--- src/rtl/ule_threshold_monitor.sv ---
// Debounced LO/HI zone monitor fed by unsigned less-or-equal compares.
// Define ULE_THRESHOLD_MONITOR_CROSS_CNT_EN to add a saturating RISE counter.
module ule_threshold_monitor #(
   parameter int WIDTH    = 2,
   parameter int DEBOUNCE = 3,
   parameter int CNT_W    = 4
) (
   input  logic             CLK,
   input  logic             RESETN,
   input  logic             CE,
   input  logic             VALID,
   input  logic [WIDTH-1:0] I,
   input  logic [WIDTH-1:0] LO,
   input  logic [WIDTH-1:0] HI,
   output logic             BELOW,
   output logic             ABOVE,
   output logic             RISE,
   output logic             FALL,
`ifdef ULE_THRESHOLD_MONITOR_CROSS_CNT_EN
   output logic             ERR,
   output logic [7:0]       CROSS_CNT
`else
   output logic             ERR
`endif
);

   typedef enum logic [1:0] {
      ST_IDLE = 2'd0,
      ST_LOW  = 2'd1,
      ST_MID  = 2'd2,
      ST_HIGH = 2'd3
   } state_t;

   localparam logic [CNT_W-1:0] DEB = CNT_W'(DEBOUNCE);

   state_t           state_q, state_d;
   state_t           cand_q, cand_d;
   state_t           zone;
   logic [CNT_W-1:0] cnt_q, cnt_d;
   logic [CNT_W-1:0] cnt_nxt;
   logic             below_q, below_d;
   logic             above_q, above_d;
   logic             rise_q, rise_d;
   logic             fall_q, fall_d;
   logic             err_q, err_d;
   logic             accept;
   logic             i_le_lo;
   logic             i_le_hi;
   logic             lo_le_hi;

   assign accept   = VALID & CE;
   assign i_le_lo  = (I <= LO);
   assign i_le_hi  = (I <= HI);
   assign lo_le_hi = (LO <= HI);

   always_comb begin
      zone = ST_MID;
      if (i_le_lo) begin
         zone = ST_LOW;
      end else if (!i_le_hi) begin
         zone = ST_HIGH;
      end
   end

   always_comb begin
      state_d = state_q;
      cand_d  = cand_q;
      cnt_d   = cnt_q;
      err_d   = err_q;
      rise_d  = 1'b0;
      fall_d  = 1'b0;
      cnt_nxt = '0;
      if (accept && !lo_le_hi) begin
         err_d = 1'b1;
      end else if (accept) begin
         if (state_q == ST_IDLE) begin
            state_d = zone;
            cnt_d   = '0;
         end else if (zone == state_q) begin
            cnt_d = '0;
         end else begin
            if (zone == cand_q) begin
               cnt_nxt = cnt_q + 1'b1;
            end else begin
               cnt_nxt = CNT_W'(1);
            end
            cand_d = zone;
            cnt_d  = cnt_nxt;
            // Commit the zone change once enough agreeing samples arrive.
            if (cnt_nxt >= DEB) begin
               state_d = zone;
               cnt_d   = '0;
               rise_d  = (zone == ST_HIGH);
               fall_d  = (zone == ST_LOW);
            end
         end
      end
      below_d = (state_d == ST_LOW);
      above_d = (state_d == ST_HIGH);
   end

   always_ff @(posedge CLK) begin
      if (!RESETN) begin
         state_q <= ST_IDLE;
         cand_q  <= ST_IDLE;
         cnt_q   <= '0;
         below_q <= 1'b0;
         above_q <= 1'b0;
         rise_q  <= 1'b0;
         fall_q  <= 1'b0;
         err_q   <= 1'b0;
      end else begin
         state_q <= state_d;
         cand_q  <= cand_d;
         cnt_q   <= cnt_d;
         below_q <= below_d;
         above_q <= above_d;
         rise_q  <= rise_d;
         fall_q  <= fall_d;
         err_q   <= err_d;
      end
   end

   assign BELOW = below_q;
   assign ABOVE = above_q;
   assign RISE  = rise_q;
   assign FALL  = fall_q;
   assign ERR   = err_q;

`ifdef ULE_THRESHOLD_MONITOR_CROSS_CNT_EN
   logic [7:0] xcnt_q, xcnt_d;

   always_comb begin
      xcnt_d = xcnt_q;
      if (rise_d && (xcnt_q != 8'hFF)) begin
         xcnt_d = xcnt_q + 8'd1;
      end
   end

   always_ff @(posedge CLK) begin
      if (!RESETN) begin
         xcnt_q <= '0;
      end else begin
         xcnt_q <= xcnt_d;
      end
   end

   assign CROSS_CNT = xcnt_q;
`endif

endmodule
--- config.mk ---
export PLATFORM = sky130hd
export DESIGN_NAME = ule_threshold_monitor
export DESIGN_NICKNAME = d
export VERILOG_FILES = /design/src/rtl/ule_threshold_monitor.sv
export SDC_FILE = /design/constraint.sdc
export NUM_CORES = 1
export LEC_CHECK = 0
export ABC_AREA = 1
export CAP_MARGIN = 20
export CORE_MARGIN = 4
export CORE_UTILIZATION = 35
export CTS_CLUSTER_DIAMETER = 80
export CTS_CLUSTER_SIZE = 12
export DETAILED_ROUTE_END_ITERATION = 10
export GPL_TIMING_DRIVEN = 0
export PLACE_DENSITY = 0.54
export SLEW_MARGIN = 20
export SYNTH_ARGS = -nofsm -noshare
export SYNTH_HDL_FRONTEND = slang
export SYNTH_SLANG_ARGS = --single-unit
--- constraint.sdc ---
create_clock -name CLK -period 2.25 [get_ports CLK]
set_input_delay 0.5625 -clock CLK [delete_from_list [all_inputs] [get_ports CLK]]
set_output_delay 0.5625 -clock CLK [all_outputs]
set_load 0.05 [all_outputs]
Word-level counts from Yosys, hierarchy flattened

Cells that the tools add are included.

Output and inout bits: 5
Word-level logic and storage cells: 47
Register bits: 13
Input port bits: 10

Multiplexer cells: 15
Order comparisons: 4
Reduce and logical (&&, ||, !) cells: 6
$add $sub $neg: 1
Bitwise gates (word level): 7
Equal/unequal tests: 6

Operators with widths:

| operator                                                                            | count |
|---|---|
| 4-bit 2-to-1 mux                                                                    | 8 |
| 2-bit 2-to-1 mux                                                                    | 6 |
| 2-bit less-or-equal comparator                                                      | 3 |
| 1-bit NOT                                                                           | 6 |
| 6-bit OR reduction                                                                  | 1 |
| 4-bit by 1-bit adder with 4-bit output, second input constant                       | 1 |
| 2-bit by 1-bit == test with 1-bit output, second input constant                     | 2 |
| 2-bit == test                                                                       | 2 |
| 2-bit == test, second input constant                                                | 2 |
| 4-bit by 2-bit greater-or-equal comparator with 1-bit output, second input constant | 1 |
| 4-bit AND reduction                                                                 | 1 |
| 2-bit logical NOT                                                                   | 1 |
| 2-bit AND reduction                                                                 | 1 |
| 1-bit AND                                                                           | 1 |
| 1-bit logical AND                                                                   | 1 |
| 1-bit logical NOT                                                                   | 1 |
| 1-bit 2-to-1 mux                                                                    | 1 |

Logic depth before layout (Yosys ltp)

Depth after elaboration: 16
Mapped depth: 15
Depth with buffers taken out: 15

Least setup slack after synthesis

No wires, ideal clock.

Path type: input to register
Start: input port I[0]
End: register cnt_q[1]
Data required time: 2,186 ps
Path buffers: 0
Library setup time: 64 ps
Stages on the path: 11
Data arrival time: 1,851 ps
Slack: 335 ps
Cells stage by stage: inv_1 > ha_1 > nand2_1 > a21boi_4 > nand2_4 > nand2_2 > nand2_2 > a21oi_4 > nand2_4 > o21a_1 > nor2_1

Word-level cells in the longest chain between the ends: 13
Elaborated cells between the ends (all ways): 15
Classes of those cells: 3 x order compare; 2 x eq/ne; 10 x mux

RTL lines:

| item                                                         | RTL line | RTL |
|---|---|---|
| start, declared                                              | 12       | `input logic [WIDTH-1:0] I,` |
| 2-bit less-or-equal comparator                               | 53       | `assign i_le_hi = (I <= HI);` |
| 1-bit 2-to-1 mux                                             | 60       | `end else if (!i_le_hi) begin` |
| 2-bit 2-to-1 mux *                                           | 58       | `if (i_le_lo) begin` |
| 2-bit == test                                                | 82       | `if (zone == cand_q) begin` |
| 4-bit 2-to-1 mux                                             | 82       |  |
| 4-bit 2-to-1 mux                                             | 79       | `end else if (zone == state_q) begin` |
| 4-bit 2-to-1 mux                                             | 76       | `if (state_q == ST_IDLE) begin` |
| 4-bit 2-to-1 mux                                             | 75       | `end else if (accept) begin` |
| 4-bit 2-to-1 mux                                             | 73       | `if (accept && !lo_le_hi) begin` |
| 4-bit by 2-bit greater-or-equal comparator with 1-bit output | 90       | `if (cnt_nxt >= DEB) begin` |
| 4-bit 2-to-1 mux                                             | 90       |  |
| 4-bit 2-to-1 mux *                                           | 79       |  |
| 4-bit 2-to-1 mux *                                           | 76       |  |
| end signal, assigned                                         | 115      | `cnt_q <= cnt_d;` |
| end, declared                                                | 39       | `logic [CNT_W-1:0] cnt_q, cnt_d;` |

Every way passes the cells marked *; elsewhere a longest branch is shown, timed or not. The select of a mux whose other input is x is not followed.
A chain may end at the register's enable or synchronous reset.

Worst setup path after layout

Start: input port LO[0]
End: register cnt_q[1]

Word-level cells in the longest chain between the ends: 12
Elaborated cells between the ends (all ways): 18
Classes of those cells: 3 x order compare; 2 x eq/ne; 9 x mux; 1 x bitwise; 3 x reduce/logical

RTL lines:

| item                                                         | RTL line | RTL |
|---|---|---|
| start, declared                                              | 13       | `input logic [WIDTH-1:0] LO,` |
| 2-bit less-or-equal comparator                               | 52       | `assign i_le_lo = (I <= LO);` |
| 2-bit 2-to-1 mux                                             | 58       |  |
| 2-bit == test                                                | 82       |  |
| 4-bit 2-to-1 mux                                             | 82       |  |
| 4-bit 2-to-1 mux                                             | 79       |  |
| 4-bit 2-to-1 mux                                             | 76       |  |
| 4-bit 2-to-1 mux                                             | 75       |  |
| 4-bit 2-to-1 mux                                             | 73       |  |
| 4-bit by 2-bit greater-or-equal comparator with 1-bit output | 90       |  |
| 4-bit 2-to-1 mux                                             | 90       |  |
| 4-bit 2-to-1 mux                                             | 79       |  |
| 4-bit 2-to-1 mux                                             | 76       |  |

Parallel ways exist; a longest one is shown, timed or not. The select of a mux whose other input is x is not followed.

==> report_table.html <==
<table>
<tr><th>Metric</th><th>Value</th></tr>
<tr><th colspan="2">Critical path</th></tr>
<tr><td>Data arrival time of the worst path</td><td>roughly 2.4 ns</td></tr>
<tr><td>Worst reg2reg path depth</td><td>12</td></tr>
<tr><td>Data required time of the critical path</td><td>about 2.5 ns</td></tr>
<tr><td>Critical register-to-register path endpoint</td><td>BELOW</td></tr>
<tr><td>Setup crit start</td><td>LO[0]</td></tr>
<tr><td>Crit Path Category</td><td>input pin to register</td></tr>
<tr><td>Crit path capture type</td><td>register</td></tr>
<tr><td>Crit-path max cell delay</td><td>0.53 ns</td></tr>
<tr><td>Critical Path Start Type</td><td>input pin</td></tr>
<tr><td>Reg-to-reg slack, setup</td><td>about 0.66 ns</td></tr>
<tr><td>CP delay by family, top</td><td>compound AO/OA/AOI/OAI gates</td></tr>
<tr><td>Worst path most repeated cell</td><td>nand2_2</td></tr>
<tr><td>Biggest fanout along the worst timing path</td><td>7</td></tr>
<tr><td>Critical path buffers and inverters</td><td>1</td></tr>
<tr><td>CP cell instances</td><td>clkdlybuf4s50_1 &gt; ha_4 &gt; nand2_2 &gt; a21boi_4 &gt; nand2_4 &gt; nand2_2 &gt; nand2_2 &gt; a21oi_4 &gt; nand2_4 &gt; o21a_1 &gt; nor2_1</td></tr>
<tr><td>Highest-delay cell along the critical path</td><td>clkdlybuf4s50_1</td></tr>
<tr><td>Worst r2r src</td><td>cnt_q[1]</td></tr>
<tr><th colspan="2">Power and ir drop</th></tr>
<tr><td>Fraction of power consumed by sequential logic</td><td>42.6%</td></tr>
<tr><td>Total power density per cell area</td><td>around 500 nW/um^2</td></tr>
<tr><td>Internal Power</td><td>between 0.0003 and 0.0004 W</td></tr>
<tr><td>Share of power burned in the clock network</td><td>26.5%</td></tr>
<tr><td>Comb power frac</td><td>between 30% and 40%</td></tr>
<tr><td>Total Power Consumption</td><td>approximately 0.00057 W</td></tr>
<tr><td>Switching part of the total</td><td>around 33%</td></tr>
<tr><td>Worst ir drop on vdd</td><td>0.000402 V</td></tr>
<tr><td>Static power due to leakage</td><td>around 0.54 nW</td></tr>
<tr><td>Switching power of the nets</td><td>roughly 0.00019 W</td></tr>
<tr><th colspan="2">Logic synthesis</th></tr>
<tr><td>Average instance area after synthesis</td><td>6.81 um^2</td></tr>
<tr><td>Number of synthesized flops with an enable pin</td><td>0</td></tr>
<tr><td>Library cell with the highest instance count after synthesis</td><td>nand2_1</td></tr>
<tr><td>Yosys warning count</td><td>0</td></tr>
<tr><td>Sequential-to-total area share from yosys stat</td><td>32.1%</td></tr>
<tr><td>Count of distinct cell types in the synthesized netlist</td><td>18</td></tr>
<tr><td>Largest cells by area after synthesis</td><td>dfxtp_1, nand2_1, inv_1, ha_1, nand3_1</td></tr>
<tr><td>Share of Yosys cell area claimed by the top area cell type</td><td>approximately a third</td></tr>
<tr><td>Proportion of register bits with asynchronous set or reset after synthesis</td><td>0%</td></tr>
<tr><td>Post-Syn Nets</td><td>136</td></tr>
<tr><td>Most numerous cell types in the synthesized netlist</td><td>nand2_1, inv_1, dfxtp_1, nand3_1, nor2_1</td></tr>
<tr><td>Total standard cell area after synthesis</td><td>between 800 and 900 um^2</td></tr>
<tr><td>Post-synthesis instance total</td><td>about 120</td></tr>
<tr><td>Flop and latch count out of synthesis</td><td>13</td></tr>
<tr><td>Synth area leader</td><td>dfxtp_1</td></tr>
<tr><td>Most used DFF post-synth</td><td>dfxtp_1</td></tr>
<tr><th colspan="2">Clock network</th></tr>
<tr><td>Max Root-Sink Buffers</td><td>2</td></tr>
<tr><td>Clk Latency, worst-skew pair</td><td>0.29 ns</td></tr>
<tr><td>Clock net sink count</td><td>13</td></tr>
<tr><td>CTS tree</td><td>done</td></tr>
<tr><td>Num CTS Buffers</td><td>3</td></tr>
<tr><td>Deepest level of the CTS H-tree</td><td>1</td></tr>
<tr><td>Buffer type at the clock tree root</td><td>clkbuf_4</td></tr>
<tr><td>Hold buffer count at CTS</td><td>0</td></tr>
<tr><td>Clk pin slew, worst setup/hold paths</td><td>0.08 ns</td></tr>
<tr><th colspan="2">GRT</th></tr>
<tr><td>Antenna violations before repair</td><td>0</td></tr>
<tr><td>Global-route usage over all layers</td><td>around an eighth</td></tr>
<tr><td>Wire length of the first global-routing pass</td><td>slightly below 3000 um</td></tr>
<tr><td>Pin count of the biggest net entering global routing</td><td>8</td></tr>
<tr><td>Residual overflow from global routing</td><td>0</td></tr>
<tr><td>Number of global-route vias before repair</td><td>between 700 and 800</td></tr>
<tr><th colspan="2">Min path</th></tr>
<tr><td>Worst min-delay path category</td><td>register to register</td></tr>
<tr><td>Depth of the worst hold-timing path</td><td>2</td></tr>
<tr><td>Worst hold path endpoint</td><td>cnt_q[3]</td></tr>
<tr><td>Worst hold path startpoint</td><td>cnt_q[3]</td></tr>
<tr><th colspan="2">Routing</th></tr>
<tr><td>First DRT Iteration DRCs</td><td>18</td></tr>
<tr><td>DR DRC count</td><td>0</td></tr>
<tr><td>Detailed-router iteration count before antenna repair</td><td>4</td></tr>
<tr><td>Antenna-violating nets left</td><td>0</td></tr>
<tr><td>WL final</td><td>1680 um</td></tr>
<tr><td>Total via count in the routed design</td><td>between 700 and 800</td></tr>
<tr><td>Routed wirelength normalized by instance count</td><td>approximately 9.9 um</td></tr>
<tr><td>Post-DR vias/cell</td><td>4.48</td></tr>
<tr><th colspan="2">STA</th></tr>
<tr><td>Crit share post-route</td><td>a little over nine tenths</td></tr>
<tr><td>Final count of negative-setup-slack endpoints</td><td>0</td></tr>
<tr><td>Maximum achievable frequency</td><td>between 400 and 500 MHz</td></tr>
<tr><td>Post-layout minimum cycle time</td><td>roughly 2.1 ns</td></tr>
<tr><td>Max-slew headroom</td><td>approximately two thirds</td></tr>
<tr><td>Post-route worst hold slack</td><td>roughly 0.47 ns</td></tr>
<tr><td>Transition time at the pin with the least slew margin</td><td>around 0.51 ns</td></tr>
<tr><td>Worst Skew</td><td>0.0105 ns</td></tr>
<tr><td>Max-slew violation count</td><td>0</td></tr>
<tr><td>Fin worst setup slack</td><td>slightly above 0.1 ns</td></tr>
<tr><td>Number of endpoints with negative hold slack in the final report</td><td>0</td></tr>
<tr><td>Setup_tns</td><td>0 ns</td></tr>
<tr><th colspan="2">Floorplan</th></tr>
<tr><td>Width of the die</td><td>~56 um</td></tr>
<tr><td>Core area</td><td>approximately 2200 um^2</td></tr>
<tr><td>Placement row count</td><td>17</td></tr>
<tr><td>Die Height</td><td>roughly 56 um</td></tr>
<tr><td>Top-Level Pins</td><td>15</td></tr>
<tr><td>Area of the die</td><td>3150 um^2</td></tr>
<tr><td>Initial Util</td><td>36.7%</td></tr>
<tr><th colspan="2">Layout</th></tr>
<tr><td>Ant diodes</td><td>0</td></tr>
<tr><td>Synth-to-layout area growth</td><td>36.7%</td></tr>
<tr><td>Net count, final</td><td>159</td></tr>
<tr><td>Final standard cell utilization of the core</td><td>about 50%</td></tr>
<tr><td>Share of final-layout standard cells stronger than drive strength 1</td><td>between 10% and 20%</td></tr>
<tr><th colspan="2">Placement</th></tr>
<tr><td>Placement-stage worst setup slack</td><td>-0.347 ns</td></tr>
<tr><td>Post-DP HPWL</td><td>1310 um</td></tr>
<tr><td>Count of input and output buffers</td><td>14</td></tr>
<tr><td>Weighted congestion at the end of routability-driven global placement</td><td>between 0.8 and 0.9</td></tr>
<tr><th colspan="2">Job</th></tr>
<tr><td>Number of maximum-capacitance violations</td><td>0</td></tr>
<tr><th colspan="2">Outcome</th></tr>
<tr><td>Result of the run</td><td>finished, final reports clean</td></tr>
</table>
==> kinds of logic after synthesis <==
kind of cell               after synthesis  synth area share [%]
AOI/OAI and AO/OA                        8                  8.64
xor gates and xnor gates                 1                  1.08
adders and majority gates                7                  10.8
buffers and inverters                   26                  12.0
DFF                                     13                  32.1
and+or+nand+nor                         64                  35.3
==> worst reg2reg max path: cells and delay by family (launching register included) <==
kind                       cells  cell delay (ns)
buffers and inverters          2             0.12
DFF                            1             0.40
and+or+nand+nor                9             0.75
adders and majority gates      1             0.27
==> power groups by stage <==
stage                     Clock [W]  Sequential [W]  Combinational (W)
after floorplan                   0        0.000259          0.0000940
after global placement            0        0.000248           0.000145
after detailed placement          0        0.000248           0.000147
after CTS                  0.000156        0.000243           0.000161
after global routing       0.000170        0.000244           0.000198
final                      0.000151        0.000243           0.000176
==> worst max-delay path by stage <==
| stage | cells past startpoint | endpoint | slack, ns |
|---|---|---|---|
| after detailed placement | 13 | BELOW | -0.35 |
| final | 11 | cnt_q[1] | 0.10 |
| after global placement | 12 | cnt_q[1] | -0.33 |
| after global routing | 11 | cnt_q[1] | -0.003 |
| after CTS | 13 | BELOW | 0.002 |
| after floorplan | 11 | cnt_q[1] | 0.33 |
==> metrics by stage <==
stage / cells / cell area [um^2]
final: 169 / 1110
after CTS: 168 / 1050
after detailed placement: 161 / 986
after global placement: 161 / 986
after floorplan: 119 / 811
after global routing: 169 / 1110
==> sequential cells by signal (all words and copies together), names as in the netlist <==
| register | count |
|---|---|
| cnt_q | 4 |
| cand_q | 2 |
| state_q | 2 |
| ABOVE | 1 |
| BELOW | 1 |
| ERR | 1 |
| FALL | 1 |
| RISE | 1 |
==> placed cells by master (no fill, tap or decap), types with 2 or more instances in the layout <==
master	instances
nand2_1	23
nand3_2	2
nand4_1	2
nand3_1	11
clkbuf_4	3
inv_1	24
buf_4	4
dlymetal6s2s_1	2
dfxtp_1	13
nor2_1	11
ha_1	5
nand2_2	7
nor3_1	4
o21a_1	2
nand2_4	3
ha_4	2
a21oi_1	3
clkdlybuf4s50_1	12
==> routing by layer <==
metal  share of wire (%)  global-route usage (%)  up-vias
met5                   0                       0        -
met4                 2.4                    6.44        0
met3                 4.4                    3.25        5
met2                  44                    18.0       18
met1                  49                    14.9      322
li1                    -                       -      412
==> timing repair <==
action,CTS,global route
setup endpoints to repair,5,9
buffers inserted,3,1
pin swaps,6,10
gates resized for setup,5,11
==> cell type report <==
class                           instances  area, um^2
Fill cell                             238        1100
Tap cell                               28        35.0
Inverter                               26        97.6
Multi-Input combinational cell         80         514
Timing Repair Buffer                   18         175
Clock buffer                            4        26.3
Sequential cell                        13         260
Power figures use the tool's default switching activity.
